`config.mk`:
```
export PLATFORM = sky130hd
export DESIGN_NAME = tx_frame_pacer
export DESIGN_NICKNAME = d
export VERILOG_FILES = /design/src/rtl/tx_pkg.sv /design/src/rtl/tx_stat_window.sv /design/src/rtl/tx_frame_pacer.sv
export SDC_FILE = /design/constraint.sdc
export NUM_CORES = 1
export LEC_CHECK = 0
export CORE_UTILIZATION = 55
export CTS_CLUSTER_SIZE = 40
export DETAILED_ROUTE_END_ITERATION = 8
export GPL_TIMING_DRIVEN = 0
export MAX_ROUTING_LAYER = met4
export PLACE_DENSITY = 0.79
export SYNTH_ARGS = -nofsm -noshare
export SYNTH_HDL_FRONTEND = slang
export SYNTH_HIERARCHICAL = 1
export SYNTH_SLANG_ARGS = --single-unit
```
`constraint.sdc`:
```
create_clock -name sys_clk_i -period 7.99 [get_ports sys_clk_i]
set_input_delay 2.397 -clock sys_clk_i [delete_from_list [all_inputs] [get_ports sys_clk_i]]
set_output_delay 2.397 -clock sys_clk_i [all_outputs]
set_load 0.05 [all_outputs]
```
`src/rtl/tx_pkg.sv`:
```
// tx_pkg: shared TX pacer types, length limits, lane width and saturating/clamp helpers.
package tx_pkg;
   typedef enum logic [1:0] {ST_IDLE, ST_REQ, ST_BUSY, ST_GAP} tx_state_e;
   localparam int MIN_LEN_DEF = 64;
   localparam int MAX_LEN_DEF = 1518;
   localparam int XGMII_BYTES_PER_CLK = 8;
   function automatic logic [31:0] sat_add(input logic [31:0] a, input logic [31:0] b);
      logic [32:0] s;
      s = {1'b0, a} + {1'b0, b};
      return s[32] ? '1 : s[31:0];
   endfunction
   function automatic logic [15:0] clamp_len(input logic [15:0] len, input logic [15:0] lo,
                                             input logic [15:0] hi);
      return len < lo ? lo : len > hi ? hi : len;
   endfunction
   // Idle bytes rounded up to whole lane words, computed in 33 bits so 2^32-1 cannot wrap;
   // a zero gap still costs one cycle so GAP always has something to count.
   function automatic logic [31:0] gap_cycles(input logic [31:0] ifg, input int bpc);
      logic [32:0] g;
      g = ({1'b0, ifg} + 33'(bpc - 1)) / 33'(bpc);
      return g == '0 ? 32'd1 : g[31:0];
   endfunction
endpackage

```
`src/rtl/tx_stat_window.sv`:
```
// tx_stat_window: lifetime frame counter plus per-window frame/byte rates.
//  clk_i, rst_i     clock, async active-high reset
//  done_i, bytes_i  one completed frame and its length this cycle
//  frame_count_o    saturating lifetime frame count
//  pps_o, bps_o     frames / bytes completed in the last full window of CLK_HZ cycles
module tx_stat_window import tx_pkg::*; #(
   parameter int unsigned CLK_HZ = 156_250_000
) (
   input  logic        clk_i,
   input  logic        rst_i,
   input  logic        done_i,
   input  logic [15:0] bytes_i,
   output logic [31:0] frame_count_o,
   output logic [31:0] pps_o,
   output logic [31:0] bps_o
);
   localparam int unsigned WW = CLK_HZ > 1 ? $clog2(CLK_HZ) : 1;
   logic [WW-1:0] win_q;
   logic [31:0] count_q, pps_acc_q, byte_acc_q, pps_q, bps_q, pps_d, bytes_d;
   logic wrap;
   assign wrap = win_q == WW'(CLK_HZ - 1);
   // A frame finishing on the wrap cycle is folded in before publishing, so it lands in the closing window.
   assign pps_d = sat_add(pps_acc_q, {31'b0, done_i});
   assign bytes_d = sat_add(byte_acc_q, done_i ? {16'b0, bytes_i} : 32'b0);
   always_ff @(posedge clk_i or posedge rst_i)
      if (rst_i) begin
         win_q <= '0;
         count_q <= '0;
         pps_acc_q <= '0;
         byte_acc_q <= '0;
         pps_q <= '0;
         bps_q <= '0;
      end else begin
         win_q <= wrap ? '0 : win_q + 1'b1;
         count_q <= sat_add(count_q, {31'b0, done_i});
         pps_acc_q <= wrap ? '0 : pps_d;
         byte_acc_q <= wrap ? '0 : bytes_d;
         if (wrap) begin
            pps_q <= pps_d;
            bps_q <= bytes_d;
         end
      end
   assign frame_count_o = count_q;
   assign pps_o = pps_q;
   assign bps_o = bps_q;
endmodule

```
`src/rtl/tx_frame_pacer.sv`:
```
// tx_frame_pacer: paces XGMII TX frame starts, latches length/gap, keeps per-port statistics.
//  sys_clk_i, sys_rst_i           clock, async active-high reset
//  tx_enable_i, tx_frame_len_i,
//  tx_inter_frame_gap_i           register inputs, sampled only when a frame is latched
//  gen_req_o/gen_ack_i            start handshake with the frame generator
//  gen_frame_len_o                clamped length of the current frame
//  gen_done_i                     generator finished the frame
//  busy_o                         any state but IDLE
//  tx_frame_count_o, tx_pps_o,
//  tx_throughput_o                statistics from tx_stat_window
module tx_frame_pacer import tx_pkg::*; #(
   parameter int unsigned CLK_HZ = 156_250_000,
   parameter int MIN_LEN = MIN_LEN_DEF,
   parameter int MAX_LEN = MAX_LEN_DEF,
   parameter int BYTES_PER_CLK = XGMII_BYTES_PER_CLK
) (
   input  logic        sys_clk_i,
   input  logic        sys_rst_i,
   input  logic        tx_enable_i,
   input  logic [15:0] tx_frame_len_i,
   input  logic [31:0] tx_inter_frame_gap_i,
   output logic        gen_req_o,
   input  logic        gen_ack_i,
   output logic [15:0] gen_frame_len_o,
   input  logic        gen_done_i,
   output logic        busy_o,
   output logic [31:0] tx_frame_count_o,
   output logic [31:0] tx_pps_o,
   output logic [31:0] tx_throughput_o
);
   tx_state_e state_q;
   logic [15:0] len_q, len_d;
   logic [31:0] gap_q, gap_d, cnt_q;
   logic req_q, busy_q, frame_done;
   assign len_d = clamp_len(tx_frame_len_i, 16'(MIN_LEN), 16'(MAX_LEN));
   assign gap_d = gap_cycles(tx_inter_frame_gap_i, BYTES_PER_CLK);
   assign frame_done = state_q == ST_BUSY && gen_done_i;
   always_ff @(posedge sys_clk_i or posedge sys_rst_i)
      if (sys_rst_i) begin
         state_q <= ST_IDLE;
         req_q <= 1'b0;
         busy_q <= 1'b0;
         len_q <= '0;
         gap_q <= '0;
         cnt_q <= '0;
      end else
         case (state_q)
            ST_IDLE:
               if (tx_enable_i) begin
                  state_q <= ST_REQ;
                  req_q <= 1'b1;
                  busy_q <= 1'b1;
                  len_q <= len_d;
                  gap_q <= gap_d;
               end
            // An ack racing a disable wins: the generator has already committed to the frame.
            ST_REQ:
               if (gen_ack_i) begin
                  state_q <= ST_BUSY;
                  req_q <= 1'b0;
               end else if (!tx_enable_i) begin
                  state_q <= ST_IDLE;
                  req_q <= 1'b0;
                  busy_q <= 1'b0;
               end
            ST_BUSY:
               if (gen_done_i) begin
                  state_q <= ST_GAP;
                  cnt_q <= gap_q;
               end
            // Leaving on cnt_q==1 makes the next gen_req rise exactly gap_q cycles after gen_done.
            ST_GAP:
               if (cnt_q > 32'd1) cnt_q <= cnt_q - 32'd1;
               else if (tx_enable_i) begin
                  state_q <= ST_REQ;
                  req_q <= 1'b1;
                  len_q <= len_d;
                  gap_q <= gap_d;
               end else begin
                  state_q <= ST_IDLE;
                  busy_q <= 1'b0;
               end
            default: state_q <= ST_IDLE;
         endcase
   tx_stat_window #(.CLK_HZ(CLK_HZ)) u_win (
      .clk_i(sys_clk_i),
      .rst_i(sys_rst_i),
      .done_i(frame_done),
      .bytes_i(len_q),
      .frame_count_o(tx_frame_count_o),
      .pps_o(tx_pps_o),
      .bps_o(tx_throughput_o)
   );
   assign gen_req_o = req_q;
   assign busy_o = busy_q;
   assign gen_frame_len_o = len_q;
endmodule

```
==> metrics.md <==
| Metric | Value |
|---|---|
| DIE AREA | `25,700 um2` |
| Sequential fraction of the synthesis area | `49.1%` |
| Power share of the clock group | `39.3%` |
| CP Data Arrival Time | `7.19 ns` |
| Startpoint types | `primary input` |
| Number of flops mapped to enable cells by yosys | `0` |
| Worst-margin pin slew | `1.25 ns` |
| GRT Util Overall | `29.1%` |
| Initial drt markers | `1,077` |
| Comb pwr share | `15.6%` |
| Most frequent CP cell | `nor2_1` |
| HP Class | `reg -> reg` |
| Static leakage | `7.56 nW` |
| Path type of the worst setup path | `in -> reg` |
| Post_cts resized | `0` |
| Ys flop type | `dfrtp_1` |
| Drt wl/cell | `17.5 um` |
| Largest net degree at the start of global routing | `130` |
| Max VDD drop | `0.140 mV` |
| Row Count | `57` |
| Final Hold Fails | `0` |
| Vias in the first global route | `11,500` |
| Pre-antenna DRT Iters | `7` |
| Detail Placement HPWL | `26.0 mm` |
| First-pass GRT wire length | `59.1 mm` |
| Post-DP Area | `15,900 um2` |
| Clock sink total | `270` |
| CTS Hold Bufs | `0` |
| Endpoints failing setup | `0` |
| Syn Nets | `1,582` |
| Antenna violations before repair | `0` |
| CTS tree | `done` |
| CP Cell Sequence | `clkdlybuf4s50_1, inv_1, nor2_1, clkbuf_1, and2_1, ha_1, fa_1, a21o_1, a221oi_2, o211ai_1, a31oi_1, nor3_1, buf_2, nor2_1, o21ai_0` |
| I/O Buffers | `164` |
| Net Sw Frac | `28.7%` |
| Post-CTS setup buffers | `0` |
| Synth Register Bits | `270` |
| CP top delay family | `simple AND/OR/NAND/NOR gates` |
| RSZ-0062 raised after global routing | `false` |
| Async set-or-reset flop fraction in the synthesized netlist | `100%` |
| Area grow syn2layout | `22.9%` |
| CTS Buf Count | `29` |
| WP data required | `8.45 ns` |
| Ys Warns | `6` |
| Fmax | `149 MHz` |
| Worst skew pair latency | `0.56 ns` |
| Crit-path slowest cell | `nor2_1` |
| Pre-CTS setup slack | `0.752 ns` |
| Max Buffers Root-to-Sink | `3` |
| Slew margin rel. | `16.2%` |
| Die Span X | `160 um` |
| Antenna viol nets, final | `0` |
| Max Fanout on Critical Path | `13` |
| Initial Util | `56.3%` |
| Post-route cell area | `16,900 um2` |
| Core ar. | `24,500 um2` |
| Max Cap Viol | `0` |
| Final nets | `1,779` |
| Global route total overflow | `0` |
| Gpl congestion | `0.926` |
| Root buf cell | `clkbuf_16` |
| Vias | `12,000` |
| Sw Pwr | `1.07 mW` |
| Number of buffer and inverter stages on the critical path | `4` |
| Layout cells sized above 1 | `6.26%` |
| Post-Route WL | `35.8 mm` |
| Syn_area_per_cell | `9.15 um2` |
| Htree depth | `1` |
| Die height | `160 um` |
| I/O Pins | `167` |
| Int Power | `2.65 mW` |
| Outcome | `finished, final reports clean` |
| Vias/cell | `5.86` |
| Netlist cell types | `82` |
| Synth Cell Area | `13,800 um2` |
| PnR worst setup slack | `1.26 ns` |
| Pwr Density | `220 nW/um2` |
| Mapped Cells | `1,505` |
| Worst path max stage delay | `0.95 ns` |
| Reg clk slew, reported paths | `0.06 ns` |
| DRC errors left | `0` |
| Worst setup EP type | `flip-flop` |
| N_diodes | `0` |
| Share of power burned in registers | `45.1%` |
| Post-layout min period | `6.73 ns` |
| Fin. max-slew vios | `0` |
| Final Skew | `0.0121 ns` |
| Post-route clock period utilization | `84.2%` |
==> per-layer routing <==
layer / routed length [um] / GRT usage [%]
met5: 0 / -
met1: 16700 / 41.8
met4: 843 / 8.31
met3: 2000 / 2.91
met2: 16300 / 44.0
==> flip-flops by register name (all words and copies together) (netlist names), 16 cells and up, named ones only <==
| name | cells |
|---|---|
| u_win/pps_o | 32 |
| cnt_q | 32 |
| u_win/frame_count_o | 32 |
| u_win/bps_o | 32 |
| u_win/byte_acc_q | 32 |
| gen_frame_len_o | 16 |
| gap_q | 30 |
| u_win/win_q | 28 |
| u_win/pps_acc_q | 32 |
==> per-stage QoR <==
step | util, % | setup TNS [ns] | hold WS [ns] | instances | total power [mW]
after floorplan | - | 0 | 0.425 | 1505 | 2.05
after global placement | 64.6 | -355.06 | 0.448 | 1993 | 2.24
after detailed placement | 64.9 | 0 | 0.447 | 1995 | 2.27
after CTS | 69.2 | 0 | 0.456 | 2048 | 3.73
after global routing | 69.2 | 0 | 0.459 | 2048 | 3.88
final | 69.2 | 0 | 0.455 | 2048 | 3.71
==> logic make-up after synthesis <==
kind of cell / Yosys count / synth area share (%)
and+or+nand+nor: 660 / 23.2
muxes: 11 / 0.809
buffers and inverters: 94 / 2.89
xor gates and xnor gates: 117 / 7.44
AOI/OAI and AO/OA: 329 / 14.3
DFF: 270 / 49.1
adders and majority gates: 24 / 2.24
==> path summary, 6_finish.rpt <==
kind | startpoint | endpoint | slack (ns) | cells past startpoint
max | gen_done_i | u_win/bps_o[13]$_DFFE_PP0N_ | 1.26 | 15
min | u_win/win_q[0]$_DFF_PP0_ | u_win/win_q[0]$_DFF_PP0_ | 0.46 | 1
max reg2reg | state_q[0]$_DFFE_PP0P_ | u_win/bps_o[13]$_DFFE_PP0N_ | 2.86 | 15
min reg2reg | u_win/win_q[0]$_DFF_PP0_ | u_win/win_q[0]$_DFF_PP0_ | 0.46 | 1
max in group asynchronous | sys_rst_i | u_win/pps_acc_q[8]$_DFF_PP0_ | 4.60 | 3
min in group asynchronous | sys_rst_i | u_win/frame_count_o[31]$_DFF_PP0_ | 2.37 | 2
==> power groups by stage <==
stage          combinational, mW  sequential, mW  clock [mW]
6_report                   0.578            1.68        1.46
5_1_grt                    0.638            1.70        1.54
4_1_cts                    0.574            1.67        1.48
3_5_place_dp               0.572            1.69           0
3_3_place_gp               0.548            1.69           0
2_1_floorplan              0.334            1.72           0
==> cell type report <==
type | instances | area (um2)
Timing Repair Buffer | 166 | 1690
Multi-Input combinational cell | 1141 | 6610
Clock inverter | 16 | 251
Inverter | 31 | 126
Buffer | 63 | 282
Sequential cell | 270 | 6760
Clock buffer | 37 | 796
Fill cell | 1925 | 7550
Tap cell | 324 | 405
==> placed cells by master, fill, tap and decap left out, types with 4 or more instances in the layout <==
master / instances
buf_2: 15
nor2b_1: 6
inv_1: 28
xnor2_1: 53
dfrtp_1: 270
clkbuf_8: 4
nor3_1: 39
nand3_1: 57
clkinv_2: 7
o2bb2ai_1: 9
nand2_1: 189
a21oi_1: 86
o21a_1: 7
o22ai_1: 7
nand2b_1: 7
and3_1: 26
o31ai_1: 4
clkdlybuf4s50_1: 164
a31oi_1: 17
a22oi_1: 4
and4_1: 8
ha_1: 23
nor4_1: 20
clkbuf_1: 45
o21ai_1: 32
a21o_1: 8
or3_1: 11
or4_1: 6
nor2_1: 199
nand4_1: 32
xor2_1: 64
and2_1: 29
o21ai_0: 106
clkbuf_16: 29
o211ai_1: 8
bufinv_16: 6
mux2i_1: 10
==> synth_stat cells (all sizes together), types with 6 or more instances <==
cell type,count,share of area [%]
nand2b,7,0.32
or3,12,0.55
o211ai,8,0.44
buf,22,0.93
inv,31,0.85
nor4,24,1.5
nor2b,6,0.27
o22ai,8,0.41
xor2,64,4.1
nand4,32,1.5
clkbuf,41,1.1
a21oi,86,3.1
mux2i,10,0.73
nand3,58,2.1
a31oi,17,0.77
xnor2,53,3.4
and2,29,1.3
dfrtp,270,49
nand2,190,5.2
o2bb2ai,9,0.57
a21o,8,0.44
and3,26,1.2
nor3,42,1.6
nor2,200,5.5
and4,9,0.59
ha,23,2.1
or4,8,0.49
o21ai,141,5.2
o21a,8,0.49
(Power assumes the default switching activity.)
==> RTL change: new RTL, config.mk and constraints unchanged <==
Register the output `tx_frame_count_o`, without a reset; this adds one clock of latency there. The other outputs are not delayed to match.
--- a/src/rtl/tx_frame_pacer.sv
+++ b/src/rtl/tx_frame_pacer.sv
@@ -28,6 +28,8 @@
    output logic [31:0] tx_pps_o,
    output logic [31:0] tx_throughput_o
 );
+
+   logic [31:0] tx_frame_count_d;
    tx_state_e state_q;
    logic [15:0] len_q, len_d;
    logic [31:0] gap_q, gap_d, cnt_q;
@@ -87,12 +89,16 @@
       .rst_i(sys_rst_i),
       .done_i(frame_done),
       .bytes_i(len_q),
-      .frame_count_o(tx_frame_count_o),
+      .frame_count_o(tx_frame_count_d),
       .pps_o(tx_pps_o),
       .bps_o(tx_throughput_o)
    );
    assign gen_req_o = req_q;
    assign busy_o = busy_q;
    assign gen_frame_len_o = len_q;
+   always_ff @(posedge sys_clk_i) begin
+       tx_frame_count_o <= tx_frame_count_d;
+   end
+
 endmodule
 
Behaviour: not the same (a bounded check fails within 4 cycles, from zero or initial values and one cycle with sys_rst_i high).
==> RTL change against the unedited design <==
  * Hold slack got worse by 0.065 ns
  * Critical path type unchanged
  * Sequential share of layout area rose by 2.4 points
  * Fmax rose by 1.4%
  * Via count rose by 1.3%
  * Worst setup slack improved by 0.095 ns
  * Area after synthesis rose by 4.3%
  * Final area rose by 3.4%
  * Sequential cell count rose by 32
  * Utilization fell by 0.30 points
  * Count of clock-buffer cells in the layout rose by 8
  * Routed wire length rose by 4.7%
Power is not compared: it rests on default switching activity, and its combinational part moved more than twofold at a synthesized area within 25%.
==> RTL change: results (changes against the unedited design) <==
Clock tree
  – Cts bufs inserted: 30 (+3.4%)

Finish
  – Multi-input gates: 1134 (-0.61%)
  – Seq_cells: 302 (+12%)
  – Clock network area share: 0.05867 (-0.003240)
  – FILL cells: 1984 (+3.1%)
  – Final cell count without fillers: 2077 (+1.4%)
  – Layout Nets: 1802 (+1.3%)
  – Inverter count: 22 (-29%)

Synthesis
  – Synth Area per Inst: 9.393 um2 (+2.7%)
  – Post-synthesis cell type count: 79 (-3.7%)
  – Mapped Nets: 1606 (+1.5%)
  – Largest cells by area after synthesis: dfrtp_1 47%, nor2_1 5.2%, nand2_1 4.6%

Drt
  – Drt wl/cell: 18.05 um (+3.2%)
  – DR WL met3: 2784 um (+39%)
  – Vias: 12160 (+1.3%)
  – Metal-1 WL: 16670 um (-0.27%)
  – Metal2 WL: 17260 um (+6.2%)

Global routing
  – Vias in the first global route: 11820 (+3.0%)
  – First-pass GRT wire length: 60330 um (+2.1%)
  – Met2 Use GR: 0.4380 (-0.001939)

STA
  – Post-layout min period: 6.631 ns (-0.09480 ns)

Critical path
  – Critical path's top delay family: buffers and inverters
  – WP data arrival: 7.09 ns (-0.10 ns)
  – Slowest cell on the critical path: nor3_1

Placement
  – Place WS: 0.9976 ns (+0.2457 ns)

Status
  – Status: finished, final reports clean
[RTL change: cell families after synthesis]
kind of cell             count (synthesis)  synth area share
adder cells (fa/ha/maj)                 24           0.02143
XOR/XNOR                               116           0.07074
multiplexers                            12          0.008450
buffers and inverters                   93           0.02692
AND/OR/NAND/NOR                        656            0.2233
AO/OA/AOI/OAI                          326            0.1342
flip-flops                             302            0.5150
[RTL change: final timing paths]
check | startpoint | endpoint | cells past startpoint
min in group asynchronous | sys_rst_i | u_win/frame_count_o[28] | 2
setup reg to reg | state_q[0] | u_win/bps_o[12] | 15
max in group asynchronous | sys_rst_i | u_win/byte_acc_q[22] | 3
setup / recovery | gen_done_i | u_win/bps_o[12] | 15
hold reg to reg | u_win/frame_count_o[9] | tx_frame_count_o[9] | 0
hold / removal | u_win/frame_count_o[9] | tx_frame_count_o[9] | 0
